==> src/rtl/if_fetch_stage.sv <==
// ---------------------------------------------------------------------------
// if_fetch_stage
//
// Instruction-fetch stage of the 16-bit pipelined processor. It owns the
// program counter, presents it to instruction memory, and registers the
// fetched word into the IF/ID pipeline register. It also handles load-use
// stalls, redirects from later stages and HALT detection. Once a HALT word
// has been fetched, the stage stops fetching and emits bubbles until a
// redirect or reset arrives.
//
// Ports:
//   Clk               rising-edge clock
//   Rst_n             synchronous, active-low reset
//   Stall             hold PC, IF/ID and state this cycle
//   Redirect          taken branch/jump from a later stage
//   Redirect_PC       redirect target
//   Imem_Addr         instruction-memory address (the PC register itself)
//   Imem_Data         instruction word, combinational read of Imem_Addr
//   IFID_Instruction  registered instruction handed to ID
//   IFID_PC_Plus1     registered PC+1 of that instruction
//   IFID_Valid        1 = real instruction, 0 = bubble
//   Halted            fetch state machine is in HALTED
// ---------------------------------------------------------------------------
module if_fetch_stage #(
   parameter int unsigned     PC_W     = 16,
   parameter logic [PC_W-1:0] RESET_PC = '0,
   parameter logic [15:0]     NOP_WORD = 16'h1000
) (
   input  logic            Clk,
   input  logic            Rst_n,
   input  logic            Stall,
   input  logic            Redirect,
   input  logic [PC_W-1:0] Redirect_PC,
   output logic [PC_W-1:0] Imem_Addr,
   input  logic [15:0]     Imem_Data,
   output logic [15:0]     IFID_Instruction,
   output logic [PC_W-1:0] IFID_PC_Plus1,
   output logic            IFID_Valid,
   output logic            Halted
);

   typedef enum logic {
      ST_FETCH  = 1'b0,
      ST_HALTED = 1'b1
   } fetch_state_t;

   fetch_state_t    state_q, state_d;
   logic [PC_W-1:0] pc_q, pc_d;
   logic [15:0]     instr_q, instr_d;
   logic [PC_W-1:0] pc_plus1_q, pc_plus1_d;
   logic            valid_q, valid_d;
   logic            halted_q, halted_d;

   logic [PC_W-1:0] pc_inc;
   logic            fetched_halt;

   // PC+1 naturally wraps modulo 2^PC_W. Any word whose top nibble is zero
   // is a HALT, not just 16'h0000.
   assign pc_inc       = pc_q + {{(PC_W-1){1'b0}}, 1'b1};
   assign fetched_halt = (Imem_Data[15:12] == 4'b0000);

   // Next-state logic. Redirect beats Stall so a wrong-path HALT or a stalled
   // wrong-path instruction can always be squashed. A bubble keeps the old
   // PC_Plus1 because ID ignores it whenever Valid is low.
   always_comb begin
      state_d    = state_q;
      pc_d       = pc_q;
      instr_d    = instr_q;
      pc_plus1_d = pc_plus1_q;
      valid_d    = valid_q;

      if (Redirect) begin
         pc_d    = Redirect_PC;
         instr_d = NOP_WORD;
         valid_d = 1'b0;
         state_d = ST_FETCH;
      end else if (!Stall) begin
         case (state_q)
            ST_FETCH: begin
               instr_d    = Imem_Data;
               pc_plus1_d = pc_inc;
               valid_d    = 1'b1;
               if (fetched_halt) begin
                  state_d = ST_HALTED;
               end else begin
                  pc_d = pc_inc;
               end
            end
            ST_HALTED: begin
               instr_d = NOP_WORD;
               valid_d = 1'b0;
            end
            default: begin
               state_d = ST_FETCH;
            end
         endcase
      end

      halted_d = (state_d == ST_HALTED);
   end

   // All stage state lives here. Reset is synchronous and wins over
   // everything else sampled on the same edge.
   always_ff @(posedge Clk) begin
      if (!Rst_n) begin
         state_q    <= ST_FETCH;
         pc_q       <= RESET_PC;
         instr_q    <= NOP_WORD;
         pc_plus1_q <= '0;
         valid_q    <= 1'b0;
         halted_q   <= 1'b0;
      end else begin
         state_q    <= state_d;
         pc_q       <= pc_d;
         instr_q    <= instr_d;
         pc_plus1_q <= pc_plus1_d;
         valid_q    <= valid_d;
         halted_q   <= halted_d;
      end
   end

   assign Imem_Addr        = pc_q;
   assign IFID_Instruction = instr_q;
   assign IFID_PC_Plus1    = pc_plus1_q;
   assign IFID_Valid       = valid_q;
   assign Halted           = halted_q;

endmodule

==> config.mk <==
export PLATFORM = sky130hd
export DESIGN_NAME = if_fetch_stage
export DESIGN_NICKNAME = d
export VERILOG_FILES = /design/src/rtl/if_fetch_stage.sv
export SDC_FILE = /design/constraint.sdc
export NUM_CORES = 1
export LEC_CHECK = 0
export CAP_MARGIN = 10
export CORE_ASPECT_RATIO = 1.75
export CORE_MARGIN = 2
export CORE_UTILIZATION = 55
export DETAILED_ROUTE_END_ITERATION = 10
export DONT_BUFFER_PORTS = 1
export PLACE_DENSITY = 0.84
export SKIP_CTS_REPAIR_TIMING = 1
export SLEW_MARGIN = 20
export SYNTH_ARGS = -nofsm -noshare
export SYNTH_HDL_FRONTEND = slang
export SYNTH_SLANG_ARGS = --single-unit
==> constraint.sdc <==
create_clock -name Clk -period 1.9 [get_ports Clk]
set_input_delay 0.57 -clock Clk [delete_from_list [all_inputs] [get_ports Clk]]
set_output_delay 0.57 -clock Clk [all_outputs]
set_load 0.1 [all_outputs]
==> results of run 1 <==
==> where the power goes <==
| group | total [mW] | switching [mW] | leakage (nW) | internal (mW) |
|---|---|---|---|---|
| Combinational | 0.703 | 0.553 | 0.615 | 0.150 |
| Clock | 0.647 | 0.352 | 0.0482 | 0.295 |
| Sequential | 1.14 | 0.0376 | 0.419 | 1.10 |
==> cells in the final DEF (no fill, tap or decap), drive strengths merged <==
master   n
inv      7
xnor2   13
o32ai    3
and3     2
a22oi   15
mux2i    1
or3      3
nor4     5
xor2     6
nand4    7
nor2    28
o21ai   15
a211oi   4
nand3   11
nand2   16
a31oi    8
dfxtp   50
or2      1
ha       1
a21oi   22
o311ai   2
a311o    4
or4      3
clkinv   3
nor3     7
clkbuf   7
o22ai    1
buf     61
==> registers in the layout, indices dropped and copies added (netlist names) <==
register / flops
Halted: 1
IFID_Instruction: 16
IFID_PC_Plus1: 16
IFID_Valid: 1
Imem_Addr: 16
==> metal layers <==
layer | up-vias | track usage, % | part of all wire [%]
met5 | - | 0 | 0
met4 | 0 | 16.0 | 4.4
met3 | 26 | 8.08 | 7.9
met2 | 99 | 49.8 | 53
met1 | 978 | 26.8 | 34
li1 | 1021 | - | -
==> how the worst max path moves through the flow <==
| stage | end | slack [ps] | start |
|---|---|---|---|
| after global routing | Imem_Addr[13]$_SDFFE_PN0P_ | -10 | Imem_Addr[1]$_SDFFE_PN0P_ |
| after detailed placement | Imem_Addr[8]$_SDFFE_PN0P_ | -50 | Imem_Data[14] |
| after CTS | Imem_Addr[15]$_SDFFE_PN0P_ | -50 | Imem_Addr[1]$_SDFFE_PN0P_ |
| final | Imem_Addr[13]$_SDFFE_PN0P_ | -60 | Imem_Addr[1]$_SDFFE_PN0P_ |
| after global placement | Imem_Addr[15]$_SDFFE_PN0P_ | -9 | Imem_Addr[0]$_SDFFE_PN0P_ |
| after floorplan | Imem_Addr[12]$_SDFFE_PN0P_ | -70 | Imem_Addr[8]$_SDFFE_PN0P_ |
==> stage by stage <==
stage	worst slack [ps]	utilization (%)
after global routing	-13.3	73.0
final	-58.7	73.0
after global placement	-9.01	70.1
after floorplan	-73.0	-
after detailed placement	-46.1	70.1
after CTS	-50.8	72.5
==> final cells by class <==
cell class	count	area share (%)
inverter	9	1.21
tap	48	2.15
sequential	50	37.2
timing repair buffer	61	16.4
multi-input combinational	178	39.8
clock inverter	1	0.179
clock buffer	7	3.09
==> cells by family after synthesis <==
group	Yosys count	synth area share, %
flip-flops	50	45.8
adder cells (fa/ha/maj)	1	0.573
buffers and inverters	27	5.10
AO/OA/AOI/OAI	74	21.4
multiplexers	1	0.458
XOR/XNOR	19	7.62
AND/OR/NAND/NOR	83	19.0
==> key figures, run 1 <==
Logic synthesis
  – Flops & latches, synth: 50
  – Cells after Synth: 255
  – Cell variety after synth: 34
  – Syn_nets: 292
  – Share of Yosys cell area claimed by the top area cell type: 45.8%
  – Async set-reset flop share out of synthesis: 0%
  – Area leader, netlist: dfxtp_1
  – Post-synth design cell area: 2180 sq um
  – Top-count cell post-synth: dfxtp_1
  – Seq/Total Area, Yosys: 45.8%
  – Synth top area cells: dfxtp_1 46%, xnor2_1 5.2%, a22oi_1 5.2%, a21oi_1 5.0%, nor2_1 4.8%
  – EDFF count, synth: 0
  – Most common flop cell mapped by yosys: dfxtp_1
  – Ys Warns: 0
  – Commonest cells post-synth: 50 x dfxtp_1, 28 x nor2_1, 22 x a21oi_1, 16 x nand2_1
  – Synthesized area per cell: 8.56 sq um

GRT
  – Vias in the first global route: 2182
  – GRT Total Usage: 27.6%
  – Largest net degree at the start of global routing: 27
  – Antenna violations before repair: 0
  – Global route total overflow: 0
  – First-pass GRT wire length: 9380 microns

STA
  – Final setup margin: -58.7 ps
  – Relative slew slack: 62.4%
  – Final slew viol count: 0
  – Final setup fails: 1
  – FMAX: 511 MHz
  – Fin crit share: 103%
  – Setup TNS: -58.7 ps
  – Clock Skews: 14.0 ps
  – Post-route minimum period: 1960 ps
  – Number of failing hold endpoints at the final stage: 0
  – Hold Worst Slack: 389 ps
  – Least-Margin Pin Slew: 563 ps

Layout
  – Final net count: 342
  – Finished Layout Cells: 354
  – Area of the multi-input gates: 1110 sq um
  – Diode count: 0
  – Reg area: 1040 sq um
  – Area Growth Syn to Fin: 28.1%
  – Fraction of layout cells with a size suffix above 1: 30.4%
  – Finished Cell Area: 2800 sq um
  – Filler Cells Inserted: 307

Pwr
  – VDD IR max: 0.776 mV
  – Leakage: 1.08 nW
  – PwrDens: 891 nW/um^2
  – Design Power: 2.49 mW

Drt
  – Drt pass-1 iters: 4
  – Initial DRC Count: 57
  – Post-Route WL: 5990 microns
  – Number of nets with antenna violations after routing: 0
  – Vias: 2124
  – Residual DRC: 0
  – Drt wl/cell: 16.9 microns
  – Drt via density: 6.00

Critical path
  – Crit path arrival time: 2140 ps
  – Reg2Reg Setup Slack: -60 ps
  – Worst path top cell family by delay: buffers and inverters
  – Critical path data required time: 2080 ps
  – Reg2reg path depth: 7
  – Critical-path cell list: buf_4 > nand4_1 > buf_4 > nor4_1 > buf_4 > a311o_1 > a31oi_1
  – Type of element launching the critical path: register
  – WP buf/inv: 3
  – WP depth: 7
  – Worst path most repeated cell: buf_4
  – CP max stage delay: 380 ps
  – Crit-path max FO: 7
  – FF-to-FF Start: Imem_Addr[1]$_SDFFE_PN0P_
  – Critical path capture point type: register
  – Reg2reg end: Imem_Addr[13]$_SDFFE_PN0P_
  – CP max stage cell: nor4_1
  – Crit Path Category: reg -> reg

CTS
  – Clock Path Buffers: 2
  – Root buf cell: clkbuf_8
  – CTS Sinks: 50
  – Max H-tree Level: 2
  – CTS buffer count: 5
  – Clock latency on the worst-skew pair: 310 ps
  – Clock input transition at the sequential cells of the worst setup and hold paths: 100 ps
  – CTS tree: yes

Min path
  – Min-Delay Path Class: in -> reg
  – Min-Delay Endpoint: IFID_Instruction[12]$_SDFFE_PP1N_
  – Min-Delay Startpoint: Rst_n
  – Hold Path Stages: 1

Die
  – Die area: 4510 sq um
  – Starting Density: 57.0%
  – Die Width: 51.6 microns
  – CORE AREA: 3830 sq um
  – Rows: 30
  – Chip height: 87.3 microns
  – I/O pin cnt: 86

Place
  – Placed inst area: 2680 sq um
  – Post-DP HPWL: 4520 microns
  – RD Place Congestion: 0.904
  – IO buf count: 0
  – Cells after DPL: 345

Run status
  – Status: complete, but fails checks
  – Failing checks: negative setup slack

Job
  – Maxcap violations: 0
No activity file was read; power rests on OpenSTA's default activity.
==> run 2: changes to the inputs <==
--- a/config.mk
+++ b/config.mk
@@ -5,13 +5,13 @@
 export SDC_FILE = /design/constraint.sdc
 export NUM_CORES = 1
 export LEC_CHECK = 0
+export BUFFER_PORTS_ARGS = -buffer_cell sky130_fd_sc_hd__clkbuf_2
 export CAP_MARGIN = 10
 export CORE_ASPECT_RATIO = 1.75
 export CORE_MARGIN = 2
-export CORE_UTILIZATION = 55
+export CORE_UTILIZATION = 43
 export DETAILED_ROUTE_END_ITERATION = 10
-export DONT_BUFFER_PORTS = 1
-export PLACE_DENSITY = 0.84
+export PLACE_DENSITY = 0.86
 export SKIP_CTS_REPAIR_TIMING = 1
 export SLEW_MARGIN = 20
 export SYNTH_ARGS = -nofsm -noshare
==> key figures, run 2 (synthesized netlist as in run 1, its figures left out) <==
Critical path
  – Crit path arrival time: 1260 ps (-880 ps)
  – Reg2Reg Setup Slack: 80 ps (+140 ps)
  – Crit Path Category: reg -> out
  – CP max stage cell: clkbuf_2
  – Type of element launching the critical path: register
  – Critical path capture point type: output pin
  – Crit-path max FO: 5 (-2)
  – FF-to-FF Start: Imem_Addr[1]$_SDFFE_PN0P_
  – Reg2reg path depth: 5 (-2)
  – Reg2reg end: Imem_Addr[12]$_SDFFE_PN0P_
  – CP max stage delay: 460 ps (+80 ps)
  – Critical path data required time: 1330 ps (-750 ps)
  – Critical-path cell list: buf_4 > clkbuf_2

GRT
  – Global route total overflow: 0 (unchanged)
  – Antenna violations before repair: 0 (unchanged)
  – Vias in the first global route: 2276 (+4.3%)
  – Largest net degree at the start of global routing: 25 (-7.4%)
  – GRT Total Usage: 22.3% (-5.2 points)
  – First-pass GRT wire length: 10100 microns (+7.9%)

Layout
  – Fraction of layout cells with a size suffix above 1: 38.6% (+8.2 points)
  – Filler Cells Inserted: 464 (+51%)
  – Commonest non-fill, non-tap cell in the layout: clkbuf_2
  – Most frequent cells in the layout: 84 x clkbuf_2, 34 x dfxtp_1, 28 x nor2_1
  – Core Util, Final: 59.0% (-14 points)
  – Diode count: 0 (unchanged)
  – Finished Cell Area: 2910 sq um (+4.2%)
  – Area Growth Syn to Fin: 33.4%
  – Final net count: 388 (+13%)

CTS
  – Clock latency on the worst-skew pair: 300 ps (about the same)
  – Max H-tree Level: 2 (unchanged)
  – CTS tree: yes
  – Root buf cell: clkbuf_8
  – Clock input transition at the sequential cells of the worst setup and hold paths: 80 ps (-20 ps)
  – CTS buffer count: 5 (unchanged)
  – CTS Sinks: 50 (unchanged)
  – Clock Path Buffers: 2 (unchanged)

Die
  – Starting Density: 44.2% (-13 points)
  – Die area: 5690 sq um (+26%)
  – Rows: 34 (+13%)
  – CORE AREA: 4930 sq um (+29%)
  – Chip height: 98.3 microns (+13%)
  – Die Width: 57.9 microns (+12%)
  – I/O pin cnt: 86 (unchanged)

Pwr
  – PwrDens: 852 nW/um^2 (-4.4%)
  – Design Power: 2.48 mW (-0.44%)
  – VDD IR max: 0.659 mV (-15%)
  – Leakage: 1.22 nW (+12%)

Drt
  – DR top layer: met4
  – Drt pass-1 iters: 5 (+1)
  – Residual DRC: 0 (unchanged)
  – Initial DRC Count: 38 (-33%)
  – Drt wl/cell: 15.1 microns (-11%)
  – Wire length on met3: 389 microns (-17%)
  – WL met1: 2270 microns (+10%)
  – Post-Route WL: 6130 microns (+2.3%)
  – Number of nets with antenna violations after routing: 0 (unchanged)
  – Drt via density: 5.67 (-5.5%)
  – Vias: 2302 (+8.4%)
  – Met2 WL: 3260 microns (+2.1%)

STA
  – Hold Worst Slack: 486 ps (+96.2 ps)
  – Number of failing hold endpoints at the final stage: 0 (unchanged)
  – Fin crit share: 96.2% (-6.9 points)
  – Least-Margin Pin Slew: 554 ps (-8.64 ps)
  – Final slew viol count: 0 (unchanged)
  – FMAX: 547 MHz (+7.2%)
  – Clock Skews: 8.11 ps (-5.93 ps)
  – Relative slew slack: 63.2% (+0.82 points)
  – Post-route minimum period: 1830 ps (-131 ps)
  – RSZ-0062 raised after global routing: no
  – Final setup fails: 0 (-1)

Place
  – Placed inst area: 2830 sq um (+5.6%)
  – RD Place Congestion: 0.842 (-6.8%)
  – IO buf count: 85 (+85)
  – Post-DP HPWL: 4670 microns (+3.2%)

Job
  – Maxcap violations: 0 (unchanged)

Min path
  – Min-Delay Path Class: reg -> reg
  – Min-Delay Startpoint: IFID_Valid$_SDFFE_PP0N_
  – Hold Path Stages: 2 (+1)
  – Min-Delay Endpoint: IFID_Valid$_SDFFE_PP0N_

Run status
  – Status: complete, no violations
-- run 2: where the power goes --
part | internal, mW | leakage, nW | switching [mW]
clock network | 0.262 | 0.0395 | 0.336
registers | 1.10 | 0.419 | 0.0565
logic | 0.155 | 0.759 | 0.566
total | 1.52 | 1.22 | 0.959
-- run 2: layout make-up --
class | count | area [sq um] | share of cell area (%)
sequential | 50 | 1040 | 35.7
clock buffer | 8 | 80.1 | 2.75
multi-input combinational | 178 | 1100 | 37.7
inverter | 9 | 33.8 | 1.16
timing repair buffer | 107 | 593 | 20.4
tap | 54 | 67.6 | 2.32
-- run 2: metrics by stage --
step / std cells / setup TNS [ps] / setup WS (ps)
after detailed placement: 398 / -442 / -76.0
after global routing: 406 / 0 / 36.2
final: 406 / 0 / 72.1
after global placement: 398 / -253 / -47.1
after CTS: 406 / 0 / 70.2
after floorplan: 255 / -73.0 / -73.0
-- run 2: worst max path at each step --
stage	from	slack (ps)	end
5_1_grt	Imem_Addr[1]$_SDFFE_PN0P_	40	Imem_Addr[12]$_SDFFE_PN0P_
2_1_floorplan	Imem_Addr[8]$_SDFFE_PN0P_	-70	Imem_Addr[12]$_SDFFE_PN0P_
3_5_place_dp	Imem_Data[14]	-80	Imem_Addr[9]$_SDFFE_PN0P_
6_report	Imem_Addr[0]$_SDFFE_PN0P_	70	Imem_Addr[0]
4_1_cts	Imem_Addr[0]$_SDFFE_PN0P_	70	Imem_Addr[0]
3_3_place_gp	Imem_Data[14]	-50	Imem_Addr[11]$_SDFFE_PN0P_
-- run 2: worst max-delay path, delay by kind of cell, from the launching register on --
kind / cells / cell delay, ps
flip-flops: 1 / 370
buffers and inverters: 2 / 600
-- run 2: metal layers --
layer	track usage, %	vias up
met5	0	-
met4	10.4	0
met3	4.11	17
met2	39.9	101
met1	24.5	1066
li1	-	1118
